### src/rtl/fft_output_reader_pkg.sv
// Shared constants, beat record and index helpers for the FFT unload path.
// Bank layout: a DIF result at bit-reversed position idx lives in bank ^idx at address idx>>1.
package fft_pkg;

    localparam int LOGN = 6;
    localparam int N    = 1 << LOGN;
    localparam int DW   = 16;
    localparam int AW   = LOGN - 1;

    typedef enum logic [1:0] {
        IDLE  = 2'd0,
        RUN   = 2'd1,
        DRAIN = 2'd2
    } state_t;

    typedef struct packed {
        logic [2*DW-1:0] data;
        logic [LOGN-1:0] index;
        logic            last;
    } beat_t;

    function automatic logic [LOGN-1:0] bitrev(input logic [LOGN-1:0] idx);
        logic [LOGN-1:0] r;
        for (int i = 0; i < LOGN; i++) begin
            r[i] = idx[LOGN-1-i];
        end
        return r;
    endfunction

    function automatic logic bank_of(input logic [LOGN-1:0] idx);
        return ^idx;
    endfunction

    function automatic logic [AW-1:0] addr_of(input logic [LOGN-1:0] idx);
        return idx[LOGN-1:1];
    endfunction

endpackage

### src/rtl/fft_output_reader_if.sv
// SRAM read ports, control and output stream of the FFT unload block.
// master = the reader, slave = the SRAM/controller/consumer environment.
interface fft_output_reader_if;
    import fft_pkg::*;

    logic                start;
    logic [2*DW-1:0]     rdata_b0;
    logic [2*DW-1:0]     rdata_b1;
    logic                re_b0;
    logic                re_b1;
    logic [AW-1:0]       raddr_b0;
    logic [AW-1:0]       raddr_b1;
    logic                out_valid;
    logic                out_ready;
    logic [2*DW-1:0]     out_data;
    logic [LOGN-1:0]     out_index;
    logic                out_last;
    logic                busy;
    logic                done;

    modport master (
        input  start, rdata_b0, rdata_b1, out_ready,
        output re_b0, re_b1, raddr_b0, raddr_b1,
               out_valid, out_data, out_index, out_last, busy, done
    );

    modport slave (
        output start, rdata_b0, rdata_b1, out_ready,
        input  re_b0, re_b1, raddr_b0, raddr_b1,
               out_valid, out_data, out_index, out_last, busy, done
    );

endinterface

### src/rtl/fft_output_reader_out_buf.sv
// Two-entry beat FIFO; a push is visible at the head the cycle after it is written.
// Head entry is held unchanged while out_valid & ~pop; caller never pushes into a full buffer.
module fft_out_buf
    import fft_pkg::*;
(
    input  logic       clk,
    input  logic       rst,
    input  logic       push,
    input  beat_t      push_beat,
    input  logic       pop,
    output logic       out_valid,
    output beat_t      out_beat,
    output logic [1:0] occ
);

    beat_t      mem_q [2];
    beat_t      mem_d [2];
    logic       wr_ptr_q, wr_ptr_d;
    logic       rd_ptr_q, rd_ptr_d;
    logic [1:0] occ_q, occ_d;

    always_comb begin
        mem_d    = mem_q;
        wr_ptr_d = wr_ptr_q;
        rd_ptr_d = rd_ptr_q;
        occ_d    = occ_q;
        if (push) begin
            mem_d[wr_ptr_q] = push_beat;
            wr_ptr_d        = ~wr_ptr_q;
        end
        if (pop) begin
            rd_ptr_d = ~rd_ptr_q;
        end
        case ({push, pop})
            2'b10:   occ_d = occ_q + 2'd1;
            2'b01:   occ_d = occ_q - 2'd1;
            default: occ_d = occ_q;
        endcase
    end

    always_ff @(posedge clk) begin
        if (rst) begin
            mem_q    <= '{default: '0};
            wr_ptr_q <= 1'b0;
            rd_ptr_q <= 1'b0;
            occ_q    <= 2'd0;
        end else begin
            mem_q    <= mem_d;
            wr_ptr_q <= wr_ptr_d;
            rd_ptr_q <= rd_ptr_d;
            occ_q    <= occ_d;
        end
    end

    assign out_valid = (occ_q != 2'd0);
    assign out_beat  = mem_q[rd_ptr_q];
    assign occ       = occ_q;

endmodule

### src/rtl/fft_output_reader.sv
// Unloads 64 DIF results from two parity-interleaved banks in natural order; first beat 3 cycles after start.
// Reads are throttled so buffered + in-flight beats never exceed 2; 1 beat/cycle with out_ready held high.
module fft_output_reader
    import fft_pkg::*;
(
    input  logic                clk,
    input  logic                rst,
    fft_output_reader_if.master bus
);

    state_t          state_q, state_d;
    logic [LOGN-1:0] m_q, m_d;
    logic            inflight_q, inflight_d;
    logic            bank_q, bank_d;
    logic [LOGN-1:0] ret_m_q, ret_m_d;
    logic            done_q, done_d;

    logic            issue;
    logic            pop;
    logic            buf_valid;
    logic [1:0]      occ;
    beat_t           push_beat;
    beat_t           head_beat;
    logic [LOGN-1:0] idx;
    logic            cur_bank;

    assign idx      = bitrev(m_q);
    assign cur_bank = bank_of(idx);
    assign pop      = buf_valid & bus.out_ready;

    // A pop frees a slot this cycle, so issuing alongside it keeps the stream gapless.
    always_comb begin
        state_d = state_q;
        m_d     = m_q;
        done_d  = 1'b0;
        issue   = 1'b0;
        unique case (state_q)
            IDLE: begin
                if (bus.start) begin
                    state_d = RUN;
                    m_d     = '0;
                end
            end
            RUN: begin
                issue = ((occ + {1'b0, inflight_q}) < 2'd2) | pop;
                if (issue) begin
                    m_d = m_q + LOGN'(1);
                    if (m_q == LOGN'(N - 1)) begin
                        state_d = DRAIN;
                    end
                end
            end
            DRAIN: begin
                if (pop && head_beat.last) begin
                    done_d  = 1'b1;
                    state_d = IDLE;
                end
            end
            default: state_d = IDLE;
        endcase
    end

    always_comb begin
        inflight_d = issue;
        bank_d     = issue ? cur_bank : bank_q;
        ret_m_d    = issue ? m_q : ret_m_q;
    end

    always_ff @(posedge clk) begin
        if (rst) begin
            state_q    <= IDLE;
            m_q        <= '0;
            inflight_q <= 1'b0;
            bank_q     <= 1'b0;
            ret_m_q    <= '0;
            done_q     <= 1'b0;
        end else begin
            state_q    <= state_d;
            m_q        <= m_d;
            inflight_q <= inflight_d;
            bank_q     <= bank_d;
            ret_m_q    <= ret_m_d;
            done_q     <= done_d;
        end
    end

    always_comb begin
        push_beat.data  = bank_q ? bus.rdata_b1 : bus.rdata_b0;
        push_beat.index = ret_m_q;
        push_beat.last  = (ret_m_q == LOGN'(N - 1));
    end

    fft_out_buf u_out_buf (
        .clk       (clk),
        .rst       (rst),
        .push      (inflight_q),
        .push_beat (push_beat),
        .pop       (pop),
        .out_valid (buf_valid),
        .out_beat  (head_beat),
        .occ       (occ)
    );

    // Address follows m_q, which only moves on an issue, so it is stable between reads.
    assign bus.re_b0     = issue & ~cur_bank;
    assign bus.re_b1     = issue & cur_bank;
    assign bus.raddr_b0  = addr_of(idx);
    assign bus.raddr_b1  = addr_of(idx);
    assign bus.out_valid = buf_valid;
    assign bus.out_data  = head_beat.data;
    assign bus.out_index = head_beat.index;
    assign bus.out_last  = head_beat.last;
    assign bus.busy      = (state_q != IDLE);
    assign bus.done      = done_q;

endmodule

### src/flat_wrapper.sv
// flat-port wrapper written by rule: the top's interface ports become plain ports
module fft_output_reader_flat import fft_pkg::*;
  (clk, rst, bus_start, bus_rdata_b0, bus_rdata_b1, bus_out_ready, bus_re_b0, bus_re_b1, bus_raddr_b0, bus_raddr_b1, bus_out_valid, bus_out_data, bus_out_index, bus_out_last, bus_busy, bus_done);
  fft_output_reader_if bus_i ();
  input  logic clk;
  input  logic rst;
  input wire logic [$bits(bus_i.start)-1:0] bus_start;
  input wire logic [$bits(bus_i.rdata_b0)-1:0] bus_rdata_b0;
  input wire logic [$bits(bus_i.rdata_b1)-1:0] bus_rdata_b1;
  input wire logic [$bits(bus_i.out_ready)-1:0] bus_out_ready;
  output wire logic [$bits(bus_i.re_b0)-1:0] bus_re_b0;
  output wire logic [$bits(bus_i.re_b1)-1:0] bus_re_b1;
  output wire logic [$bits(bus_i.raddr_b0)-1:0] bus_raddr_b0;
  output wire logic [$bits(bus_i.raddr_b1)-1:0] bus_raddr_b1;
  output wire logic [$bits(bus_i.out_valid)-1:0] bus_out_valid;
  output wire logic [$bits(bus_i.out_data)-1:0] bus_out_data;
  output wire logic [$bits(bus_i.out_index)-1:0] bus_out_index;
  output wire logic [$bits(bus_i.out_last)-1:0] bus_out_last;
  output wire logic [$bits(bus_i.busy)-1:0] bus_busy;
  output wire logic [$bits(bus_i.done)-1:0] bus_done;
  assign bus_i.start = bus_start;
  assign bus_i.rdata_b0 = bus_rdata_b0;
  assign bus_i.rdata_b1 = bus_rdata_b1;
  assign bus_i.out_ready = bus_out_ready;
  assign bus_re_b0 = bus_i.re_b0;
  assign bus_re_b1 = bus_i.re_b1;
  assign bus_raddr_b0 = bus_i.raddr_b0;
  assign bus_raddr_b1 = bus_i.raddr_b1;
  assign bus_out_valid = bus_i.out_valid;
  assign bus_out_data = bus_i.out_data;
  assign bus_out_index = bus_i.out_index;
  assign bus_out_last = bus_i.out_last;
  assign bus_busy = bus_i.busy;
  assign bus_done = bus_i.done;
  fft_output_reader u_core (.clk(clk), .rst(rst), .bus(bus_i));
endmodule
### config.mk
export PLATFORM = sky130hd
export DESIGN_NAME = fft_output_reader_flat
export DESIGN_NICKNAME = d
export VERILOG_FILES = /design/src/rtl/fft_output_reader_pkg.sv /design/src/rtl/fft_output_reader_if.sv /design/src/rtl/fft_output_reader_out_buf.sv /design/src/rtl/fft_output_reader.sv /design/src/flat_wrapper.sv
export SDC_FILE = /design/constraint.sdc
export NUM_CORES = 1
export LEC_CHECK = 0
export ABC_CLOCK_PERIOD_IN_PS = 2300
export BUFFER_PORTS_ARGS = -buffer_cell sky130_fd_sc_hd__buf_2
export CORE_ASPECT_RATIO = 1.1
export CORE_MARGIN = 2
export CORE_UTILIZATION = 56
export DETAILED_ROUTE_END_ITERATION = 7
export GPL_TIMING_DRIVEN = 0
export PLACE_DENSITY = 0.85
export SYNTH_ARGS = -nofsm -noshare
export SYNTH_HDL_FRONTEND = slang
export SYNTH_SLANG_ARGS = --single-unit
### constraint.sdc
create_clock -name clk -period 2.3 [get_ports clk]
set_input_delay 0.46 -clock clk [delete_from_list [all_inputs] [get_ports clk]]
set_output_delay 0.46 -clock clk [all_outputs]
set_load 0.05 [all_outputs]
# ---- Word level (Yosys, flattened, before mapping)
# Cells that the tools add are included.
dict set report word_totals {
  output_inout_bits 54
  register_bits 99
  word_cells 72
}
dict set report classes {
  bitwise 10
  addsub 4
  mux 18
  eq_ne 10
  order_cmp 4
  n_reduce_logical 11
}
# cell n
set ops {}
lappend ops {{$mux 39} 4}
lappend ops {{$bwmux 78} 1}
lappend ops {{$demux 39 s1} 1}
lappend ops {{$mux 32} 1}
lappend ops {{$eq 6x6->1 const B} 2}
lappend ops {{$mux 6} 2}
lappend ops {{$pmux 6 s2} 1}
lappend ops {{$mux 2} 4}
lappend ops {{$reduce_bool 2->1} 4}
lappend ops {{$add 6x1->6 const B} 1}
lappend ops {{$ne 2x1->1 const B} 3}
lappend ops {{$pmux 2 s3} 1}
lappend ops {{$reduce_xor 6->1} 1}
lappend ops {{$eq 2x1->1 const B} 2}
lappend ops {{$eq 2x2->1 const B} 2}
lappend ops {{$ge 2x2->1 const B} 2}
lappend ops {{$not 1->1} 4}
lappend ops {{$not 1->2} 2}
lappend ops {{$pmux 2 s2} 1}
lappend ops {{$reduce_and 4->1} 1}
lappend ops {{$and 1x1->1} 3}
lappend ops {{$reduce_and 3->1} 1}
lappend ops {{$add 2x1->2} 1}
lappend ops {{$add 2x1->2 const B} 1}
lappend ops {{other kinds (9)} 11}

# ---- Longest topological paths before layout
# Gate-level depths: netlist (run 1).
dict set report depth {
  word_depth 7
  mapped_depth 6
}

# ---- By module
# From an unflattened synthesis (run 1), not the netlist that was laid out.
dict set report hier_totals {
  cells_unflattened 534
  hier_area_um2 4560.6
}
# module instances cells_each area_each_um2 seq_area_each_um2
set modules_own_cells {}
lappend modules_own_cells {fft_out_buf 1 401 3314.4 1641.6}
lappend modules_own_cells {fft_output_reader 1 133 1246.2 340.3}

# ---- Worst setup path before layout (run 1)
# Ideal clock, no wire load.
dict set report synth_timing {
  path_kind {input -> output}
  from {input port bus_out_ready}
  to {output port bus_re_b0}
  arrival_ns 1.901
  required_ns 1.840
  path_stages 5
  path_buffers 2
  slack_ns -0.061
  path_cell_list {and4bb_4 > a211o_1 > buf_6 > buf_2 > nor2_1}
}
dict set report synth_via {
  elab_chain_cells 4
}
# item line_no
set synth_rtl {}
lappend synth_rtl {{from (decl)} flat_wrapper.sv:10} ;# input wire logic [$bits(bus_i.out_ready)-1:0] bus_out_ready;
lappend synth_rtl {{$and 1x1->1} fft_output_reader.sv:29} ;# assign pop = buf_valid & bus.out_ready;
lappend synth_rtl {{$or 1x1->1} fft_output_reader.sv:45} ;# issue = ((occ + {1'b0, inflight_q}) < 2'd2) | pop;
lappend synth_rtl {{$mux 1} fft_output_reader.sv:37} ;# unique case (state_q)
lappend synth_rtl {{$and 1x1->1} fft_output_reader.sv:105} ;# assign bus.re_b0 = issue & ~cur_bank;
lappend synth_rtl {{to (decl)} flat_wrapper.sv:11} ;# output wire logic [$bits(bus_i.re_b0)-1:0] bus_re_b0;
# No other way between the ends.

# ---- Worst setup path in the final report (run 1)
dict set report layout_timing {
  from {register u_core.m_q[1]}
  to {output port bus_re_b1}
}
dict set report layout_via {
  elab_chain_cells 2
}
# item line_no
set layout_rtl {}
lappend layout_rtl {{from (decl)} fft_output_reader.sv:12} ;# logic [LOGN-1:0] m_q, m_d;
lappend layout_rtl {{from (signal assigned)} fft_output_reader.sv:79} ;# m_q <= m_d;
lappend layout_rtl {{$reduce_xor 6->1} fft_output_reader_pkg.sv:31} ;# return ^idx;
lappend layout_rtl {{$and 1x1->1} fft_output_reader.sv:106} ;# assign bus.re_b1 = issue & cur_bank;
lappend layout_rtl {{to (decl)} flat_wrapper.sv:12} ;# output wire logic [$bits(bus_i.re_b1)-1:0] bus_re_b1;
# No other way between the ends.

==> flow_metrics.py, run 1 <==
metrics = {
    "cells_and_area": {
        "fin_area_mm2": 0.00526,
        "layout-drive-gt1-share_pct": 35.2,
        "n_antenna_cell": 0,
        "final_net_count": 666,
        "final_util_pct": 70.8,
        "areaGrowthSynthToFinish_pct": 22.8,
        "fin_cells": 686,
    },
    "detailed_routing": {
        "drc": 0,
        "vias": 3842,
        "first_pass_iters": 4,
        "wirelength_um": 10500,
        "viasPerCell": 5.60,
        "ant_nets": 0,
        "drt-initial-drc-count": 157,
        "post_drt_wl_per_cell_um": 15.3,
    },
    "cts": {
        "cts_buffers": 9,
        "cts_buffer_depth": 2,
        "cts_tree": "built",
        "cts.sinks": 99,
        "clock_latency_ns": 0.37,
        "root_buffer": "clkbuf_8",
        "htreeDepth": 3,
        "cts.clk_slew.worst_paths_ns": 0.09,
    },
    "synth": {
        "synth_compound_area_share_pct": 15.2,
        "synth_xor_area_share_pct": 1.02,
        "ys_ff_latch": 99,
        "synthArstFlopShare_pct": 0,
        "synth_cell_type_count": 33,
        "syn-cell-area_mm2": 0.00429,
        "synth_edf_count": 0,
        "synth-simple-area-share_pct": 13.4,
        "seq_area_frac_synth_pct": 46.2,
        "syn_nets": 535,
        "avgSynthCellArea_um2": 9.26,
        "synth_cells": 463,
        "synth_top_flop_cell": "dfxtp_1",
        "ys_warn_count": 0,
        "muxShareOfSynthArea_pct": 17.7,
        "synth_top_family_by_area": "multiplexers",
        "synthAdderAreaFrac_pct": 1.17,
    },
    "sta": {
        "finalSetupViolCount": 0,
        "finClkSkew_ns": 0.0141,
        "fin_crit_sh_pct": 99.3,
        "hold_violations": 0,
        "holdWs_ns": 0.402,
        "rsz0062_at_grt": "yes",
        "slew_viol_final": 0,
        "max_slew_margin_pct": 63.7,
        "worst_pin_slew_ns": 0.545,
        "fin_crit_ns": 2.28,
        "fmax_ghz": 0.438,
        "tns_ns": 0,
        "fin_ws_ns": 0.0153,
    },
    "critical_path": {
        "worst-path-max-fanout": 6,
        "reg2reg_depth": 5,
        "end_kind": "primary output",
        "path_delay_family": "flip-flops",
        "reg2reg_to": "u_core.u_out_buf.mem_q[28]",
        "r2r_slack_ns": 0.49,
        "startpoint": "u_core.m_q[1]",
        "slowest_delay_ns": 0.36,
        "start_kind": "flip-flop",
        "crit_path_frequent_cell": "xnor2_2",
        "worst-path-buf-inv": 2,
        "cp.required_ns": 1.84,
        "crit_path_end": "bus_re_b1",
        "crit_chain": "ha_1 -> xnor2_2 -> xnor2_2 -> nand2_1 -> inv_1 -> buf_6",
        "reg2reg_from": "u_core.inflight_q",
        "critPathSlowestCell": "dfxtp_2",
        "crit_cells": 6,
        "cp_data_arrival_time_ns": 1.82,
        "criticalPathCategory": "flip-flop to primary output",
    },
    "die": {
        "dieArea_mm2": 0.00837,
        "coreArea_mm2": 0.00743,
        "die_w_um": 87.4,
        "start_util_pct": 57.7,
        "row_count": 33,
        "ios": 122,
        "die_y_um": 95.8,
    },
    "pwr": {
        "ir_drop_uv": 352,
        "p_total_mw": 3.81,
        "power.density_mw_per_mm2": 723,
        "power_leakage_nw": 2.18,
    },
    "global_routing": {
        "antenna_found_initial": 0,
        "grt_pass1_wl_um": 15900,
        "gr-usage-all-layers_pct": 24.3,
        "overflow": 0,
        "grt_pass1_vias": 3484,
        "grt_max_degree": 20,
    },
    "placed_design": {
        "portBuffers": 120,
        "dp_cells": 670,
        "place_ws_ns": 0.0517,
        "dp_hpwl_um": 7620,
        "gpl.final_weighted_congestion": 0.814,
        "place_area_mm2": 0.00500,
    },
    "min_path": {
        "hp-class": "input pin to flip-flop",
    },
    "job": {
        "maxCapViolCount": 0,
    },
    "status": {
        "status": "completed",
    },
}
[cell families (layout without fill, tap and decap cells)]
family	count (synthesis)	count (layout)
xor+xnor	5	5
fa+ha+maj	4	4
simple gates	134	134
flops	99	99
compound gates	104	104
buf+inv	46	182
mux	71	71
[flip-flops by register name, indices dropped and copies added, names as in the netlist]
register                   count
u_core.u_out_buf.occ           2
u_core.bus.done                1
u_core.ret_m_q                 6
u_core.u_out_buf.rd_ptr_q      1
u_core.u_out_buf.mem_q        78
u_core.state_q                 2
u_core.inflight_q              1
u_core.bank_q                  1
u_core.m_q                     6
u_core.u_out_buf.wr_ptr_q      1
[where the power goes]
part           total, mW  switching [mW]  internal [mW]  leakage [nW]
sequential          1.83          0.0498           1.78         0.806
clock               1.13           0.594          0.532        0.0987
combinational      0.849           0.549          0.300          1.28
total               3.81            1.19           2.61          2.18
[layout make-up]
| cell class | count | area [um^2] |
|---|---|---|
| fillers | 556 | 2170 |
| flip-flops and latches | 99 | 1990 |
| repair buffers | 122 | 628 |
| clock inverters | 6 | 63.8 |
| clock buffers | 10 | 138 |
| well taps | 87 | 109 |
| multi-input cells | 318 | 2110 |
| plain buffers | 40 | 206 |
| inverters | 4 | 15.0 |
[what timing repair did]
action | CTS | global route
cloned | 0 | 0
pin swaps | 0 | 1
hold buffers | 0 | 0
hold endpoints to repair | 0 | 0
buffers inserted | 1 | 1
setup endpoints to repair | 31 | 20
gates resized for setup | 13 | 6
[synth_stat cells (4+ instances only)]
| cell | n | area, um^2 |
|---|---|---|
| buf_1 | 4 | 15.0 |
| or2_2 | 4 | 25.0 |
| nor2_1 | 40 | 150 |
| mux2_2 | 39 | 439 |
| o21ai_0 | 33 | 165 |
| buf_4 | 10 | 75.1 |
| inv_1 | 4 | 15.0 |
| or3_1 | 5 | 31.3 |
| buf_2 | 6 | 30.0 |
| nand2_1 | 69 | 259 |
| clkbuf_1 | 21 | 78.8 |
| ha_1 | 4 | 50.1 |
| mux2i_1 | 32 | 320 |
| dfxtp_1 | 99 | 1980 |
| xnor2_1 | 4 | 35.0 |
| a211oi_1 | 32 | 240 |
| a21oi_1 | 24 | 120 |
| a22o_1 | 7 | 61.3 |
| nand3_1 | 6 | 30.0 |
[how the worst min path moves through the flow]
stage / to / slack [ns] / start / cells after the start
final: u_core.u_out_buf.mem_q[37] / 0.40 / bus_rdata_b1[30] / 3
after global routing: u_core.u_out_buf.mem_q[37] / 0.43 / bus_rdata_b1[30] / 3
after CTS: u_core.u_out_buf.mem_q[17] / 0.41 / bus_rdata_b0[10] / 3
after detailed placement: u_core.u_out_buf.mem_q[8] / 0.44 / u_core.u_out_buf.mem_q[8] / 2
after global placement: u_core.u_out_buf.mem_q[31] / 0.43 / u_core.u_out_buf.mem_q[31] / 2
after floorplan: u_core.u_out_buf.mem_q[10] / 0.42 / u_core.u_out_buf.mem_q[10] / 2
[layout by cell type, fill, tap and decap left out, drive strengths merged, types with 4 or more instances in the layout]
cell	Yosys	layout
buf	21	140
dfxtp	99	99
nand2	69	69
nor2	40	40
mux2	39	39
o21ai	33	33
a211oi	33	33
mux2i	32	32
clkbuf	21	32
a21oi	24	24
a22o	7	7
nand3	6	6
or3	5	5
inv	4	5
or2	4	4
ha	4	4
xnor2	4	4
[worst min-delay path: stages]
cell     delay [ns]
buf_2          0.07
mux2i_1        0.07
o21ai_0        0.13
[metal layers]
metal	wire length (um)	part of all wire, %	global-route usage (%)	vias up
li1	-	-	-	1867
met1	4490	43	30.3	1825
met2	5240	50	41.3	126
met3	512	4.9	3.26	24
met4	247	2.4	11.5	0
met5	0	0	0	-
(Power assumes the default switching activity.)
==> run 2, diff against run 1 <==
--- a/config.mk
+++ b/config.mk
@@ -7,12 +7,14 @@
 export LEC_CHECK = 0
 export ABC_CLOCK_PERIOD_IN_PS = 2300
 export BUFFER_PORTS_ARGS = -buffer_cell sky130_fd_sc_hd__buf_2
+export CELL_PAD_IN_SITES_DETAIL_PLACEMENT = 1
+export CELL_PAD_IN_SITES_GLOBAL_PLACEMENT = 2
 export CORE_ASPECT_RATIO = 1.1
 export CORE_MARGIN = 2
-export CORE_UTILIZATION = 56
+export CORE_UTILIZATION = 33
 export DETAILED_ROUTE_END_ITERATION = 7
 export GPL_TIMING_DRIVEN = 0
-export PLACE_DENSITY = 0.85
+export PLACE_DENSITY_LB_ADDON = 0.1
 export SYNTH_ARGS = -nofsm -noshare
 export SYNTH_HDL_FRONTEND = slang
 export SYNTH_SLANG_ARGS = --single-unit
==> run 2 against run 1 <==
  * Utilization down 28 points
  * First-iteration DRC count down 35%
  * Flip-flop and latch count unchanged
  * Routed wire length up 19%
  * Global-route usage down 6.2 points
  * Worst hold slack better by 0.032 ns
==> flow_metrics.py, run 2 (synthesized netlist as in run 1, its figures left out) <==
metrics = {
    "placed_design": {
        "place_area_mm2": 0.00509,
        "dp_hpwl_um": 9180,
        "portBuffers": 120,
        "gpl.final_weighted_congestion": 0.764,
        "dp_cells": 740,
    },
    "global_routing": {
        "grt_max_degree": 20,
        "antenna_found_initial": 0,
        "gr-usage-all-layers_pct": 18.1,
        "grt_pass1_wl_um": 19400,
        "overflow": 0,
        "grt_pass1_vias": 3880,
    },
    "pwr": {
        "power_leakage_nw": 2.24,
        "power.density_mw_per_mm2": 791,
        "p_total_mw": 4.32,
        "ir_drop_uv": 476,
    },
    "sta": {
        "max_slew_margin_pct": 57.6,
        "fin_crit_ns": 2.19,
        "rsz0062_at_grt": "no",
        "tns_ns": 0,
        "slew_viol_final": 0,
        "fin_crit_sh_pct": 95.4,
        "worst_pin_slew_ns": 0.636,
        "hold_violations": 0,
        "finalSetupViolCount": 0,
        "finClkSkew_ns": 0.00793,
        "fmax_ghz": 0.456,
    },
    "critical_path": {
        "slowest_delay_ns": 0.36,
        "start_kind": "flip-flop",
        "worst-path-max-fanout": 6,
        "cp_data_arrival_time_ns": 1.73,
        "crit_path_frequent_cell": "xnor2_2",
        "crit_chain": "ha_1 -> xnor2_2 -> xnor2_2 -> nand2_1 -> inv_1 -> buf_6",
        "criticalPathCategory": "flip-flop to primary output",
        "critPathSlowestCell": "dfxtp_2",
        "end_kind": "primary output",
        "reg2reg_from": "u_core.inflight_q",
        "r2r_slack_ns": 0.45,
        "startpoint": "u_core.m_q[1]",
        "cp.required_ns": 1.84,
    },
    "detailed_routing": {
        "viasPerCell": 4.98,
        "ant_nets": 0,
        "post_drt_wl_per_cell_um": 16.5,
        "wirelength_um": 12500,
        "drc": 0,
        "vias": 3758,
        "drt-initial-drc-count": 102,
        "first_pass_iters": 4,
    },
    "cts": {
        "cts_buffers": 9,
        "cts_buffer_depth": 2,
        "cts_tree": "built",
        "htreeDepth": 3,
        "cts.sinks": 99,
        "cts.clk_slew.worst_paths_ns": 0.07,
        "root_buffer": "clkbuf_16",
        "clock_latency_ns": 0.34,
    },
    "cells_and_area": {
        "layout-drive-gt1-share_pct": 35.1,
        "areaGrowthSynthToFinish_pct": 27.3,
        "fin_area_mm2": 0.00546,
        "reg_top3": "u_core.u_out_buf.mem_q: 78 flops, u_core.m_q: 6 flops, u_core.ret_m_q: 6 flops",
        "final_util_pct": 43.2,
        "final_net_count": 666,
        "largest_register_ffs": 78,
        "final_common_cell": "buf_2",
        "final_cell_mix": "124 x buf_2, 92 x dfxtp_1, 69 x nand2_1",
        "fin_cells": 755,
        "n_antenna_cell": 0,
        "largest-register": "u_core.u_out_buf.mem_q",
    },
    "die": {
        "dieArea_mm2": 0.0139,
        "row_count": 43,
        "ios": 122,
        "die_w_um": 113,
        "start_util_pct": 33.9,
        "die_y_um": 124,
        "coreArea_mm2": 0.0126,
    },
    "job": {
        "maxCapViolCount": 0,
    },
    "min_path": {
        "hold_start": "bus_rdata_b0[30]",
        "hp-class": "input pin to flip-flop",
    },
    "status": {
        "status": "completed",
    },
}
[run 2: cell count changes in the layout (fill, tap and decap cells not counted), sizes merged]
cell	delta
buf	+1
bufinv	+1
clkbuf	-1
clkinvlp	-1
inv	-1
[run 2: through the flow]
stage | worst slack (ns) | hold WS (ns)
2_1_floorplan | 0.162 | 0.420
3_3_place_gp | -0.0250 | 0.428
3_5_place_dp | -0.0227 | 0.440
4_1_cts | 0.0169 | 0.425
5_1_grt | 0.0127 | 0.445
6_report | 0.106 | 0.434
[run 2: report_power, final]
part	total, mW	internal (mW)	switching (mW)
clock	1.63	0.974	0.656
sequential	1.83	1.78	0.0485
combinational	0.858	0.299	0.559
total	4.32	3.06	1.26
[run 2: cell type report]
type	count	area, um^2
fill	1475	7180
clock inverter	5	77.6
sequential	99	1990
inverter	4	15.0
buffer	40	206
clock buffer	10	239
timing repair buffer	122	628
tap	157	196
multi-input combinational	318	2110
[run 2: routing by layer]
metal,track usage (%),vias up,wire [um]
met5,0,-,0
met4,5.95,0,182
met3,3.38,11,430
met2,32.7,70,6310
met1,21.5,1807,5540
li1,-,1870,-
[run 2: final timing paths]
check | to | depth (start not counted)
min reg2reg | u_core.u_out_buf.mem_q[36] | 2
max reg2reg | u_core.u_out_buf.mem_q[67] | 5
max | bus_re_b1 | 6
min | u_core.u_out_buf.mem_q[37] | 3
[run 2: repair_timing]
item	CTS	global route
setup endpoints to repair	31	11
hold buffers	0	0
pin swaps	0	1
buffers inserted	0	2
resized for setup	15	4
[run 2: worst max-delay path, delay by kind of cell, from the launching register on]
kind	cells	cell delay [ns]
DFF	1	0.36
xor gates and xnor gates	2	0.32
and+or+nand+nor	1	0.11
adders and majority gates	1	0.35
buffers and inverters	2	0.25
==> run 3, diff against run 2 <==
--- a/config.mk
+++ b/config.mk
@@ -11,7 +11,8 @@
 export CELL_PAD_IN_SITES_GLOBAL_PLACEMENT = 2
 export CORE_ASPECT_RATIO = 1.1
 export CORE_MARGIN = 2
-export CORE_UTILIZATION = 33
+export CORE_UTILIZATION = 34
+export CTS_BUF_LIST = sky130_fd_sc_hd__clkbuf_2 sky130_fd_sc_hd__clkbuf_4 sky130_fd_sc_hd__clkbuf_8
 export DETAILED_ROUTE_END_ITERATION = 7
 export GPL_TIMING_DRIVEN = 0
 export PLACE_DENSITY_LB_ADDON = 0.1
==> run 3 against run 2 <==
  * Final cell count grew 0.13%
  * Worst hold slack lost 0.022 ns
  * Clock power is 25% lower
  * Fmax about the same
==> flow_metrics.py, run 3 (synthesized netlist as in run 1, its figures left out) <==
metrics = {
    "status": {
        "status": "completed",
    },
    "cells_and_area": {
        "final_cell_mix": "124 x buf_2, 93 x dfxtp_1, 69 x nand2_1",
        "final_net_count": 666,
        "layout-drive-gt1-share_pct": 35.4,
        "final_common_cell": "buf_2",
        "multiInputGateArea_mm2": 0.00213,
        "areaGrowthSynthToFinish_pct": 25.6,
        "seq_area_mm2": 0.00199,
        "largest-register": "u_core.u_out_buf.mem_q",
        "reg_top3": "u_core.u_out_buf.mem_q: 78 flops, u_core.m_q: 6 flops, u_core.ret_m_q: 6 flops",
        "fillerInstances": 1488,
        "largest_register_ffs": 78,
        "n_antenna_cell": 0,
        "final_util_pct": 43.1,
    },
    "global_routing": {
        "gr-usage-all-layers_pct": 18.5,
        "grt_max_degree": 20,
        "grt_pass1_vias": 3973,
        "grt_pass1_wl_um": 19900,
        "antenna_found_initial": 0,
        "overflow": 0,
    },
    "sta": {
        "worst_pin_slew_ns": 0.619,
        "fmax_ghz": 0.456,
        "fin_ws_ns": 0.108,
        "fin_crit_sh_pct": 95.3,
        "holdWs_ns": 0.412,
        "slew_viol_final": 0,
        "max_slew_margin_pct": 58.7,
        "fin_crit_ns": 2.19,
        "hold_violations": 0,
        "finalSetupViolCount": 0,
        "finClkSkew_ns": 0.00598,
    },
    "detailed_routing": {
        "wirelength_um": 12300,
        "drc": 0,
        "vias": 3802,
        "ant_nets": 0,
        "viasPerCell": 5.03,
        "drt-initial-drc-count": 85,
        "first_pass_iters": 4,
        "post_drt_wl_per_cell_um": 16.3,
    },
    "pwr": {
        "power_leakage_nw": 2.19,
        "ir_drop_uv": 261,
        "power.density_mw_per_mm2": 728,
        "p_total_mw": 3.92,
    },
    "die": {
        "start_util_pct": 34.4,
        "coreArea_mm2": 0.0125,
        "ios": 122,
        "die_w_um": 111,
        "die_y_um": 122,
        "row_count": 43,
        "dieArea_mm2": 0.0135,
    },
    "critical_path": {
        "reg2reg_to": "u_core.u_out_buf.mem_q[36]",
        "cp_data_arrival_time_ns": 1.73,
        "r2r_slack_ns": 0.46,
        "reg2reg_depth": 5,
        "cp.required_ns": 1.84,
        "criticalPathCategory": "flip-flop to primary output",
        "start_kind": "flip-flop",
        "worst-path-max-fanout": 7,
        "end_kind": "primary output",
        "reg2reg_from": "u_core.inflight_q",
    },
    "cts": {
        "cts.sinks": 99,
        "cts_buffers": 9,
        "root_buffer": "clkbuf_8",
        "cts_buffer_depth": 2,
        "cts.clk_slew.worst_paths_ns": 0.09,
        "htreeDepth": 3,
        "clock_latency_ns": 0.36,
        "cts_tree": "built",
    },
    "job": {
        "maxCapViolCount": 0,
    },
    "placed_design": {
        "gpl.final_weighted_congestion": 0.776,
        "dp_hpwl_um": 8960,
        "portBuffers": 120,
        "place_ws_ns": -0.0638,
    },
    "min_path": {
        "hp-class": "input pin to flip-flop",
        "min_to": "u_core.u_out_buf.mem_q[34]",
        "min_path_cells": 3,
        "hold_start": "bus_rdata_b0[27]",
    },
}
[run 3: power breakdown]
group          switching [mW]  internal (mW)  total, mW
combinational           0.559          0.301      0.860
clock                   0.594          0.631       1.23
sequential             0.0507           1.78       1.83
[run 3: final cells by class]
| class | instances | area share, % |
|---|---|---|
| multi-input cells | 318 | 39.6 |
| clock buffers | 15 | 3.49 |
| repair buffers | 122 | 11.7 |
| well taps | 157 | 3.65 |
| flip-flops and latches | 99 | 37.0 |
| clock inverters | 1 | 0.558 |
| plain buffers | 40 | 3.83 |
| inverters | 4 | 0.279 |
[run 3: repair_timing]
item	in CTS	in global routing
hold buffers	0	0
buffers inserted	2	0
pin swaps	2	2
endpoints found under the setup margin	31	12
resized for setup	15	5
[run 3: how the worst max path moves through the flow]
stage	start	end	depth (start not counted)
after detailed placement	bus_out_ready	bus_re_b1	6
after global routing	u_core.m_q[0]	bus_re_b1	6
final	u_core.m_q[0]	bus_re_b1	6
after global placement	bus_out_ready	bus_re_b1	6
after CTS	u_core.u_out_buf.rd_ptr_q	bus_out_data[21]	4
after floorplan	bus_out_ready	bus_re_b0	5
[run 3: critical path: stages, from the launching register on]
cell and delay (ns):
dfxtp_2 0.42, ha_4 0.24, xnor2_2 0.20, xnor2_2 0.14, nand2_1 0.12, inv_1 0.09
buf_6 0.16
[run 3: through the flow]
stage	setup TNS (ns)	area (um^2)	cells
finish	0	5380	756
global route	-0.00469	5380	756
CTS	0	5350	757
detailed placement	-0.107	5090	740
global placement	-0.209	5090	740
floorplan	0	4290	463
[run 3: routing by layer]
layer,GRT usage (%),vias up,part of all wire [%]
met5,0,-,0
met2,32.6,69,50
met3,2.54,10,3.4
li1,-,1868,-
met1,23.4,1855,45
met4,6.48,0,1.3
